[config.mk]
export PLATFORM = sky130hd
export DESIGN_NAME = uart_core_flat
export DESIGN_NICKNAME = d
export VERILOG_FILES = /design/src/rtl/uart_pkg.sv /design/src/rtl/uart_if.sv /design/src/rtl/uart_rx_fsm.sv /design/src/rtl/uart_core.sv /design/src/flat_wrapper.sv
export SDC_FILE = /design/constraint.sdc
export NUM_CORES = 1
export LEC_CHECK = 0
export BUFFER_PORTS_ARGS = -buffer_cell sky130_fd_sc_hd__buf_2
export CORE_ASPECT_RATIO = 1.25
export CORE_MARGIN = 4
export CORE_UTILIZATION = 46
export DETAILED_ROUTE_END_ITERATION = 8
export HOLD_SLACK_MARGIN = 0.02
export PLACE_DENSITY = 0.66
export SLEW_MARGIN = 20
export SYNTH_ARGS = -nofsm -noshare
export SYNTH_HDL_FRONTEND = slang
export SYNTH_SLANG_ARGS = --single-unit
[constraint.sdc]
create_clock -name clk -period 1.9 [get_ports clk]
set_input_delay 0.285 -clock clk [delete_from_list [all_inputs] [get_ports clk]]
set_output_delay 0.285 -clock clk [all_outputs]
set_load 0.05 [all_outputs]
[src/rtl/uart_pkg.sv]
// Shared types and frame constants for the UART serialiser/deserialiser.
package uart_pkg;

    // Data bits per 8N1 frame
    localparam int DATA_BITS = 8;

    typedef enum logic [1:0] {
        TX_IDLE,
        TX_START,
        TX_DATA,
        TX_STOP
    } tx_state_t;

    typedef enum logic [1:0] {
        RX_IDLE,
        RX_START,
        RX_DATA,
        RX_STOP
    } rx_state_t;

endpackage

[src/rtl/uart_if.sv]
// Byte-level handshake between the memory-mapped peripheral block (master)
// and the UART core (slave).
interface uart_if;
    logic [7:0] tx_data;
    logic       tx_start;
    logic       tx_busy;
    logic       tx_done;
    logic [7:0] rx_data;
    logic       rx_valid;
    logic       rx_frame_err;

    modport master (
        output tx_data, tx_start,
        input  tx_busy, tx_done, rx_data, rx_valid, rx_frame_err
    );

    modport slave (
        input  tx_data, tx_start,
        output tx_busy, tx_done, rx_data, rx_valid, rx_frame_err
    );
endinterface

[src/rtl/uart_rx_fsm.sv]
// Receive half of the UART: input synchroniser, mid-bit sampling FSM and
// registered byte/status outputs.
module uart_rx_fsm
    import uart_pkg::*;
#(
    parameter int CLKS_PER_BIT = 5208
) (
    input  logic       clk,
    input  logic       reset,
    input  logic       rx_i,
    output logic [7:0] rx_data_o,
    output logic       rx_valid_o,
    output logic       rx_frame_err_o
);

    localparam int                 CNT_W    = $clog2(CLKS_PER_BIT);
    localparam logic [CNT_W-1:0]   CNT_LAST = CNT_W'(CLKS_PER_BIT - 1);
    localparam logic [CNT_W-1:0]   CNT_HALF = CNT_W'(CLKS_PER_BIT / 2);

    logic                 sync1_q, sync2_q;
    rx_state_t            state_q, state_d;
    logic [CNT_W-1:0]     cnt_q, cnt_d;
    logic [2:0]           bit_q, bit_d;
    logic [DATA_BITS-1:0] shift_q, shift_d;
    logic [DATA_BITS-1:0] data_q, data_d;
    logic                 seen_high_q, seen_high_d;
    logic                 valid_q, valid_d;
    logic                 ferr_q, ferr_d;
    logic                 rx_s;
    logic                 bit_end;

    assign rx_s    = sync2_q;
    assign bit_end = (cnt_q == CNT_LAST);

    // Two-flop synchroniser; resets to the idle (high) line level so no
    // spurious start is seen when reset releases.
    always_ff @(posedge clk or negedge reset) begin
        if (!reset) begin
            sync1_q <= 1'b1;
            sync2_q <= 1'b1;
        end else begin
            sync1_q <= rx_i;
            sync2_q <= sync1_q;
        end
    end

    // Next-state logic: start detect, mid-bit sampling and stop-bit verdict.
    always_comb begin
        state_d     = state_q;
        cnt_d       = cnt_q;
        bit_d       = bit_q;
        shift_d     = shift_q;
        data_d      = data_q;
        seen_high_d = seen_high_q;
        valid_d     = 1'b0;
        ferr_d      = 1'b0;
        case (state_q)
            RX_IDLE: begin
                // A low only counts as a start edge once the line has been
                // high, so a stuck-low stop bit is not re-read as a frame.
                if (rx_s) begin
                    seen_high_d = 1'b1;
                end else if (seen_high_q) begin
                    state_d = RX_START;
                    cnt_d   = '0;
                end
            end
            RX_START: begin
                if (cnt_q == CNT_HALF) begin
                    cnt_d = '0;
                    bit_d = '0;
                    state_d = rx_s ? RX_IDLE : RX_DATA;
                end else begin
                    cnt_d = cnt_q + 1'b1;
                end
            end
            RX_DATA: begin
                if (bit_end) begin
                    cnt_d   = '0;
                    shift_d = {rx_s, shift_q[DATA_BITS-1:1]};
                    bit_d   = bit_q + 1'b1;
                    if (bit_q == 3'(DATA_BITS - 1)) begin
                        state_d = RX_STOP;
                    end
                end else begin
                    cnt_d = cnt_q + 1'b1;
                end
            end
            RX_STOP: begin
                if (bit_end) begin
                    cnt_d       = '0;
                    state_d     = RX_IDLE;
                    seen_high_d = rx_s;
                    if (rx_s) begin
                        data_d  = shift_q;
                        valid_d = 1'b1;
                    end else begin
                        ferr_d = 1'b1;
                    end
                end else begin
                    cnt_d = cnt_q + 1'b1;
                end
            end
            default: state_d = RX_IDLE;
        endcase
    end

    // State and output registers.
    always_ff @(posedge clk or negedge reset) begin
        if (!reset) begin
            state_q     <= RX_IDLE;
            cnt_q       <= '0;
            bit_q       <= '0;
            shift_q     <= '0;
            data_q      <= '0;
            seen_high_q <= 1'b0;
            valid_q     <= 1'b0;
            ferr_q      <= 1'b0;
        end else begin
            state_q     <= state_d;
            cnt_q       <= cnt_d;
            bit_q       <= bit_d;
            shift_q     <= shift_d;
            data_q      <= data_d;
            seen_high_q <= seen_high_d;
            valid_q     <= valid_d;
            ferr_q      <= ferr_d;
        end
    end

    assign rx_data_o      = data_q;
    assign rx_valid_o     = valid_q;
    assign rx_frame_err_o = ferr_q;

endmodule

[src/rtl/uart_core.sv]
// Full-duplex 8N1 UART: inline transmit FSM plus the receive sub-module.
// One byte in flight per direction, no FIFO.
module uart_core
    import uart_pkg::*;
#(
    parameter int CLKS_PER_BIT = 5208
) (
    input  logic clk,
    input  logic reset,
    uart_if.slave bus,
    output logic uart_tx,
    input  logic uart_rx
);

    localparam int               CNT_W    = $clog2(CLKS_PER_BIT);
    localparam logic [CNT_W-1:0] CNT_LAST = CNT_W'(CLKS_PER_BIT - 1);

    tx_state_t            state_q, state_d;
    logic [CNT_W-1:0]     cnt_q, cnt_d;
    logic [2:0]           bit_q, bit_d;
    logic [DATA_BITS-1:0] shift_q, shift_d;
    logic                 tx_q, tx_d;
    logic                 busy_q, busy_d;
    logic                 done_q, done_d;
    logic                 accept;
    logic                 bit_end;

    // Next-state logic for the transmit frame sequencer.
    always_comb begin
        // NOTE: every combinational output is defaulted first so no branch
        // can leave it unassigned and infer a latch.
        state_d = state_q;
        cnt_d   = cnt_q;
        bit_d   = bit_q;
        shift_d = shift_q;
        // A new byte is taken when idle or in the final stop cycle, which
        // lets back-to-back frames stream without an idle gap.
        accept  = bus.tx_start && (!busy_q || done_q);
        bit_end = (cnt_q == CNT_LAST);
        case (state_q)
            TX_IDLE: begin
                if (accept) begin
                    state_d = TX_START;
                    cnt_d   = '0;
                    shift_d = bus.tx_data;
                end
            end
            TX_START: begin
                if (bit_end) begin
                    state_d = TX_DATA;
                    cnt_d   = '0;
                    bit_d   = '0;
                end else begin
                    cnt_d = cnt_q + 1'b1;
                end
            end
            TX_DATA: begin
                if (bit_end) begin
                    cnt_d   = '0;
                    bit_d   = bit_q + 1'b1;
                    shift_d = shift_q >> 1;
                    if (bit_q == 3'(DATA_BITS - 1)) begin
                        state_d = TX_STOP;
                    end
                end else begin
                    cnt_d = cnt_q + 1'b1;
                end
            end
            TX_STOP: begin
                if (bit_end) begin
                    cnt_d = '0;
                    if (accept) begin
                        state_d = TX_START;
                        shift_d = bus.tx_data;
                    end else begin
                        state_d = TX_IDLE;
                    end
                end else begin
                    cnt_d = cnt_q + 1'b1;
                end
            end
            default: state_d = TX_IDLE;
        endcase

        // Outputs are decoded from the next state so they can be registered
        // and still line up with the state they describe.
        case (state_d)
            TX_START: tx_d = 1'b0;
            TX_DATA:  tx_d = shift_d[0];
            default:  tx_d = 1'b1;
        endcase
        busy_d = (state_d != TX_IDLE);
        done_d = (state_d == TX_STOP) && (cnt_d == CNT_LAST);
    end

    // Transmit state and registered outputs; the line resets high at once.
    always_ff @(posedge clk or negedge reset) begin
        // NOTE: non-blocking assignments so every flop updates from the
        // values present before the edge.
        if (!reset) begin
            state_q <= TX_IDLE;
            cnt_q   <= '0;
            bit_q   <= '0;
            shift_q <= '0;
            tx_q    <= 1'b1;
            busy_q  <= 1'b0;
            done_q  <= 1'b0;
        end else begin
            state_q <= state_d;
            cnt_q   <= cnt_d;
            bit_q   <= bit_d;
            shift_q <= shift_d;
            tx_q    <= tx_d;
            busy_q  <= busy_d;
            done_q  <= done_d;
        end
    end

    assign uart_tx     = tx_q;
    assign bus.tx_busy = busy_q;
    assign bus.tx_done = done_q;

    uart_rx_fsm #(
        .CLKS_PER_BIT (CLKS_PER_BIT)
    ) u_rx (
        .clk            (clk),
        .reset          (reset),
        .rx_i           (uart_rx),
        .rx_data_o      (bus.rx_data),
        .rx_valid_o     (bus.rx_valid),
        .rx_frame_err_o (bus.rx_frame_err)
    );

endmodule

[src/flat_wrapper.sv]
// flat-port wrapper written by rule: the top's interface ports become plain ports
module uart_core_flat import uart_pkg::*;
#(
    parameter int CLKS_PER_BIT = 5208
)
  (clk, reset, uart_tx, uart_rx, bus_tx_data, bus_tx_start, bus_tx_busy, bus_tx_done, bus_rx_data, bus_rx_valid, bus_rx_frame_err);
  uart_if bus_i ();
  input  logic clk;
  input  logic reset;
  output logic uart_tx;
  input  logic uart_rx;
  input wire logic [$bits(bus_i.tx_data)-1:0] bus_tx_data;
  input wire logic [$bits(bus_i.tx_start)-1:0] bus_tx_start;
  output wire logic [$bits(bus_i.tx_busy)-1:0] bus_tx_busy;
  output wire logic [$bits(bus_i.tx_done)-1:0] bus_tx_done;
  output wire logic [$bits(bus_i.rx_data)-1:0] bus_rx_data;
  output wire logic [$bits(bus_i.rx_valid)-1:0] bus_rx_valid;
  output wire logic [$bits(bus_i.rx_frame_err)-1:0] bus_rx_frame_err;
  assign bus_i.tx_data = bus_tx_data;
  assign bus_i.tx_start = bus_tx_start;
  assign bus_tx_busy = bus_i.tx_busy;
  assign bus_tx_done = bus_i.tx_done;
  assign bus_rx_data = bus_i.rx_data;
  assign bus_rx_valid = bus_i.rx_valid;
  assign bus_rx_frame_err = bus_i.rx_frame_err;
  uart_core #(.CLKS_PER_BIT(CLKS_PER_BIT)) u_core (.clk(clk), .reset(reset), .bus(bus_i), .uart_tx(uart_tx), .uart_rx(uart_rx));
endmodule
==> summary.md, run 1 <==
| Metric | Value |
|---|---|
| LEAKAGE | 2.30 nW |
| Htree depth | 3 |
| Fmax | 472 MHz |
| Total grt overflow | 0 |
| CTS tree | yes |
| Ys flop type | dfrtp_1 |
| Area contributors post-synth | dfrtp_1, nand2_1, o21ai_1 |
| CP bufs+invs | 0 |
| Final nets | 501 |
| Finish-stage setup viols | 42 |
| Initial antenna violation count | 0 |
| WP data required | 2140 ps |
| Worst r2r dst | u_core.bus.tx_done |
| Violated checks | setup timing |
| Post-detail-place hpwl | 5650 um |
| XOR/XNOR Fraction of Synth Area | 0.0223 |
| DR pass1 iterations | 5 |
| Filler cells | 552 |
| Worst Setup Slack, final | -219 ps |
| Largest area contributor in the synthesized netlist | dfrtp_1 |
| Clk root buf | clkbuf_8 |
| Mapped Cells | 371 |
| Remaining DRCs | 0 |
| Global-route wire length before repair | 14700 um |
| CP peak stage delay | 420 ps |
| Worst r2r src | u_core.cnt_q[9] |
| CP cell instances | or3_4 -> nor4_4 -> nor2_2 -> a21oi_1 -> o2111ai_2 -> nor4_2 |
| Crit. Startpoint | u_core.cnt_q[9] |
| Fin cells | 579 |
| Compound-Gate Fraction of Synth Area | 0.176 |
| Fin crit period | 2120 ps |
| I/O Pins | 25 |
| Crit path capture | u_core.bus.tx_done |
| Post-Synthesis Cell Area | 3530 um2 |
| Post-synthesis cell type count | 59 |
| Slowest-stage cell, CP | or3_4 |
| Most frequent cells in the layout | buf_4, dfrtp_1, nand2_1, o21ai_1, buf_2 |
| Via-to-Cell Ratio | 5.56 |
| Worst skew pair latency | 350 ps |
| Reg2Reg Depth | 6 |
| Initial DRC count | 234 |
| Setup Skew | 10.7 ps |
| Synth top area share | 0.460 |
| CP arrival | 2360 ps |
| Clk sink count | 68 |
| Delay-heaviest family, CP | simple AND/OR/NAND/NOR gates |
| Reg2reg setup slack | -220 ps |
| Core Util, Final | 0.689 |
| Worst path depth | 6 |
| Worst-Margin Slew | 407 ps |
| Starting Density | 0.475 |
| Number of enable flip-flop cells after synthesis | 0 |
| Detailed Route WL | 9300 um |
| Pins Over Slew Limit | 0 |
| Final ANT Viol Nets | 0 |
| CTS Buf Count | 9 |
| GPL Wtd Cong | 0.890 |
| Pin count of the biggest net entering global routing | 40 |
| Async SR Flop Fraction | 1.00 |
| Mux contribution to synthesized area | 0.0340 |
| Most common cell after layout, fill and taps aside | buf_4 |
| Main combinational cell family by area after synthesis | simple AND/OR/NAND/NOR gates |
| Status | complete, but fails checks |
| Max-cap violations | 0 |
| Row count | 35 |
| Reg clk slew, reported paths | 80 ps |
| Element type at the critical path end | register |
| Post-synthesis simple-gate area fraction | 0.221 |
| Maximum VDD drop | 0.000851 V |
| Antenna Cells | 0 |
| Layout cells sized above 1 | 0.427 |
| Vias | 3217 |
| Syn Area/Cell | 9.52 um2 |
| Total Neg Setup Slack | -3660 ps |
| Pwr dens | 949 nW/um2 |
| Dpl cells | 533 |
| Adder-cell share of the synthesized area | 0.0248 |
| HP Class | input pin to register |
| Flops & latches, synth | 68 |
| Final period util | 1.12 |
| Port Buffers | 24 |
| Full die area | 9160 um2 |
| Relative slew margins | 0.727 |
| Core Area | 7440 um2 |
| Sequential cell area fraction in the yosys report | 0.483 |
| Tot Pwr | 4.87 mW |
| Synth warn | 0 |
| Fin. Hold Viols | 0 |
| P&R area growth vs syn | 45.2% |
| Crit Path Category | register to register |
| CP startpoint kind | register |
| Clock Path Buffers | 2 |
| Total GRT Usage | 0.199 |
| CP max FO | 5 |
| Die W | 86.4 um |
| Syn Nets | 390 |
| Unrepaired setup endpoints after global routing | yes |
| DR WL/cell | 16.1 um |
| Hold path cells | 2 |
| Die height | 106 um |
| Vias in the first global route | 3145 |
[layout make-up]
class	instances	area (um2)	share of cell area
Sequential cell	68	1710	0.333
Timing Repair inverter	1	5.00	0.000976
Tap cell	92	115	0.0224
Clock buffer	9	124	0.0241
Timing Repair Buffer	117	967	0.189
Multi-Input combinational cell	272	2080	0.405
Inverter	13	52.6	0.0102
Clock inverter	7	80.1	0.0156
[per-stage QoR]
step	instance area, um2	hold slack [ps]	setup slack, ps
final	5130	152	-219
after global placement	4220	296	-171
after detailed placement	4220	296	-150
after floorplan	3560	-10.6	0.706
after CTS	4740	21.6	-159
after global routing	5130	136	-314
[state kept, by name, summed over array words and instances (netlist names), named ones only]
name and count:
u_core.u_rx.rx_data_o 8, u_core.uart_tx 1, u_core.bit_q 3, u_core.u_rx.shift_q 8
u_core.bus.tx_busy 1, u_core.u_rx.bit_q 3, u_core.shift_q 8, u_core.cnt_q 13
u_core.bus.tx_done 1, u_core.u_rx.sync1_q 1, u_core.u_rx.rx_frame_err_o 1, u_core.state_q 2
u_core.u_rx.seen_high_q 1, u_core.u_rx.state_q 1, u_core.u_rx.rx_s 1, u_core.u_rx.cnt_q 13
u_core.u_rx.rx_valid_o 1
[worst register-to-register path, delay by kind of cell, from the launching register on]
family | cells | cell delay (ps)
AND/OR/NAND/NOR | 4 | 1290
flip-flops | 1 | 380
AO/OA/AOI/OAI | 2 | 340
[logic make-up after synthesis]
group	count (synthesis)
compound gates	94
simple gates	151
buf+inv	31
flops	68
fa+ha+maj	7
mux	11
xor+xnor	9
[cell usage after synthesis, drive strengths merged (2+ instances only)]
library cell  instances
a221o                 7
ha                    7
or3                   2
mux2i                 3
nor3                  7
mux2                  8
nand4bb               2
nor2                 24
and3                 13
nand2b                2
nor3b                 3
buf                   8
nand2                57
or2                   4
o41ai                 2
a31oi                 5
nand4b                2
clkbuf               10
o21ai                36
dfrtp                65
o22ai                 2
o31ai                 5
nand4                 3
nand3b                2
clkinv                2
nand3                16
a21oi                18
inv                  11
nor2b                 5
and4                  2
xnor2                 4
o21bai                2
xor2                  5
nor4                  4
or3b                  2
a22o                  3
a31o                  4
dfstp                 3
[where the power goes]
part / internal [mW] / switching, mW / leakage, nW
Clock: 0.624 / 0.639 / 0.0973
Combinational: 0.929 / 0.877 / 1.31
Sequential: 1.64 / 0.161 / 0.894
[metal layers]
metal	GRT usage	up-vias	part of all wire
li1	-	1561	-
met1	0.246	1567	0.42
met2	0.329	73	0.53
met3	0.0442	16	0.034
met4	0.0913	0	0.018
met5	0	-	0
[worst min path at each step]
stage                        start                         end
finish              bus_tx_data[7]           u_core.shift_q[7]
global route        bus_tx_data[5]           u_core.shift_q[5]
CTS                        uart_rx         u_core.u_rx.sync1_q
detailed placement           reset    u_core.u_rx.rx_data_o[6]
global placement             reset    u_core.u_rx.rx_data_o[6]
floorplan                    reset  asynchronous set/reset pin
[repair_timing]
| action | in CTS | in global routing |
|---|---|---|
| pin swaps | 19 | 28 |
| setup buffers | 15 | 13 |
| hold buffers | 1 | 1 |
| setup endpoints to repair | 25 | 56 |
| cloned | 1 | 1 |
| endpoints found under the hold margin | 65 | 1 |
| resized for setup | 53 | 64 |
No activity file was read; power rests on OpenSTA's default activity.
==> run 2, diff against run 1 <==
SETUP_SLACK_MARGIN = 0.3   (was default)
SKIP_LAST_GASP = 1   (was default)
==> summary.md, run 2 (synthesis results as in run 1) <==
| Metric | Value |
|---|---|
| Status | complete, but fails checks |
| Violated checks | setup timing |
| Antenna Cells | 0 |
| Worst Setup Slack, final | -112 ps |
| Maximum VDD drop | 0.000631 V |
| Most frequent cells in the layout | buf_4, dfrtp_1, nand2_1, o21ai_1 |
| Vias in the first global route | 3218 |
| Detailed Route WL | 9540 um |
| DR WL/cell | 16.4 um |
| Top Registers | u_core.cnt_q (13), u_core.u_rx.cnt_q (13) |
| Vias | 3270 |
| Most common cell after layout, fill and taps aside | buf_4 |
| Clk sink count | 68 |
| CP peak stage delay | 420 ps |
| Layout cells sized above 1 | 0.457 |
| Initial antenna violation count | 0 |
| CTS Buf Count | 9 |
| Post-detail-place hpwl | 5750 um |
| Worst-Margin Slew | 395 ps |
| Die height | 106 um |
| Finished Cell Area | 5170 um2 |
| Post-Place Cell Area | 4310 um2 |
| Starting Density | 0.475 |
| Die W | 86.4 um |
| Row count | 35 |
| Element type at the critical path end | register |
| HP Class | input pin to register |
| Finish-stage setup viols | 20 |
| P&R area growth vs syn | 46.2% |
| Delay-heaviest family, CP | simple AND/OR/NAND/NOR gates |
| Reg clk slew, reported paths | 80 ps |
| Setup Skew | 12.5 ps |
| CP arrival | 2250 ps |
| GPL Wtd Cong | 0.833 |
| Worst skew pair latency | 350 ps |
| Final period util | 1.06 |
| Hold Slack | 30.6 ps |
| Clock Path Buffers | 2 |
| Final ANT Viol Nets | 0 |
| CP cell instances | or3_4 -> nor4_4 -> and2_4 -> o21bai_4 -> and3_4 -> a221o_1 |
| Clk root buf | clkbuf_8 |
| I/O Pins | 25 |
| CP bufs+invs | 0 |
| Fmax | 497 MHz |
| Worst path depth | 6 |
| Initial DRC count | 167 |
| Remaining DRCs | 0 |
| CTS tree | yes |
| Relative slew margins | 0.734 |
| DR pass1 iterations | 5 |
| CP max FO | 7 |
| Slowest-stage cell, CP | or3_4 |
| Total grt overflow | 0 |
| Pins Over Slew Limit | 0 |
| Total Neg Setup Slack | -1080 ps |
| Pin count of the biggest net entering global routing | 69 |
| Final nets | 502 |
| Fin. Hold Viols | 0 |
| Pwr dens | 926 nW/um2 |
| Filler cells | 562 |
| Max-cap violations | 0 |
| LEAKAGE | 2.38 nW |
| Core Area | 7440 um2 |
| CP startpoint kind | register |
| Reg2Reg Depth | 6 |
| Global-route wire length before repair | 14800 um |
| Total GRT Usage | 0.203 |
| Unrepaired setup endpoints after global routing | yes |
| Hold path cells | 1 |
| Full die area | 9160 um2 |
| Port Buffers | 24 |
| Fin crit period | 2010 ps |
| Htree depth | 3 |
| Crit Path Category | register to register |
| Via-to-Cell Ratio | 5.64 |
| WP data required | 2140 ps |
==> run 2: worst paths after layout <==
check | from | end | slack, ps
max | u_core.cnt_q[9] | u_core.shift_q[1] | -110
min | uart_rx | u_core.u_rx.sync1_q | 30
max reg2reg | u_core.cnt_q[9] | u_core.shift_q[1] | -110
min reg2reg | u_core.u_rx.sync1_q | u_core.u_rx.rx_s | 360
max in group asynchronous | reset | u_core.u_rx.rx_s | 1090
min in group asynchronous | reset | u_core.u_rx.cnt_q[6] | 470
==> run 2: metrics by stage <==
step / total power, mW / utilization / worst slack (ps) / cells
2_1_floorplan: 2.60 / - / 43.0 / 371
3_3_place_gp: 3.08 / 0.579 / -28.3 / 532
3_5_place_dp: 3.11 / 0.579 / -69.5 / 532
4_1_cts: 4.60 / 0.651 / -65.8 / 570
5_1_grt: 5.02 / 0.694 / -149 / 580
6_report: 4.78 / 0.694 / -112 / 580
==> run 2: layer usage <==
metal,routed length (um),track usage,vias up,part of all wire
met5,0,0,-,0
met4,233,0.0857,0,0.024
met3,351,0.0357,24,0.037
met2,4920,0.340,85,0.52
met1,4030,0.255,1591,0.42
li1,-,-,1570,-
==> run 2: final cells by class <==
| cell class | count | area, um2 | area share |
|---|---|---|---|
| Multi-Input combinational cell | 273 | 2150 | 0.417 |
| Clock inverter | 7 | 76.3 | 0.0148 |
| Timing Repair inverter | 1 | 6.26 | 0.00121 |
| Tap cell | 92 | 115 | 0.0223 |
| Sequential cell | 68 | 1710 | 0.331 |
| Clock buffer | 9 | 124 | 0.0240 |
| Inverter | 13 | 53.8 | 0.0104 |
| Timing Repair Buffer | 117 | 931 | 0.180 |
==> run 2: report_power, final <==
| part | switching [mW] | total (mW) | internal, mW | leakage [nW] |
|---|---|---|---|---|
| clock | 0.604 | 1.22 | 0.612 | 0.0958 |
| sequential | 0.175 | 1.81 | 1.64 | 0.893 |
| combinational | 0.863 | 1.76 | 0.893 | 1.39 |
==> run 2: what timing repair did <==
item | 4_1_cts | 5_1_grt
endpoints found under the setup margin | 62 | 64
cloned | 1 | 2
endpoints found under the hold margin | 65 | 0
pin swaps | 16 | 22
resized for setup | 50 | 56
buffers inserted | 20 | 8
hold buffers | 1 | 0
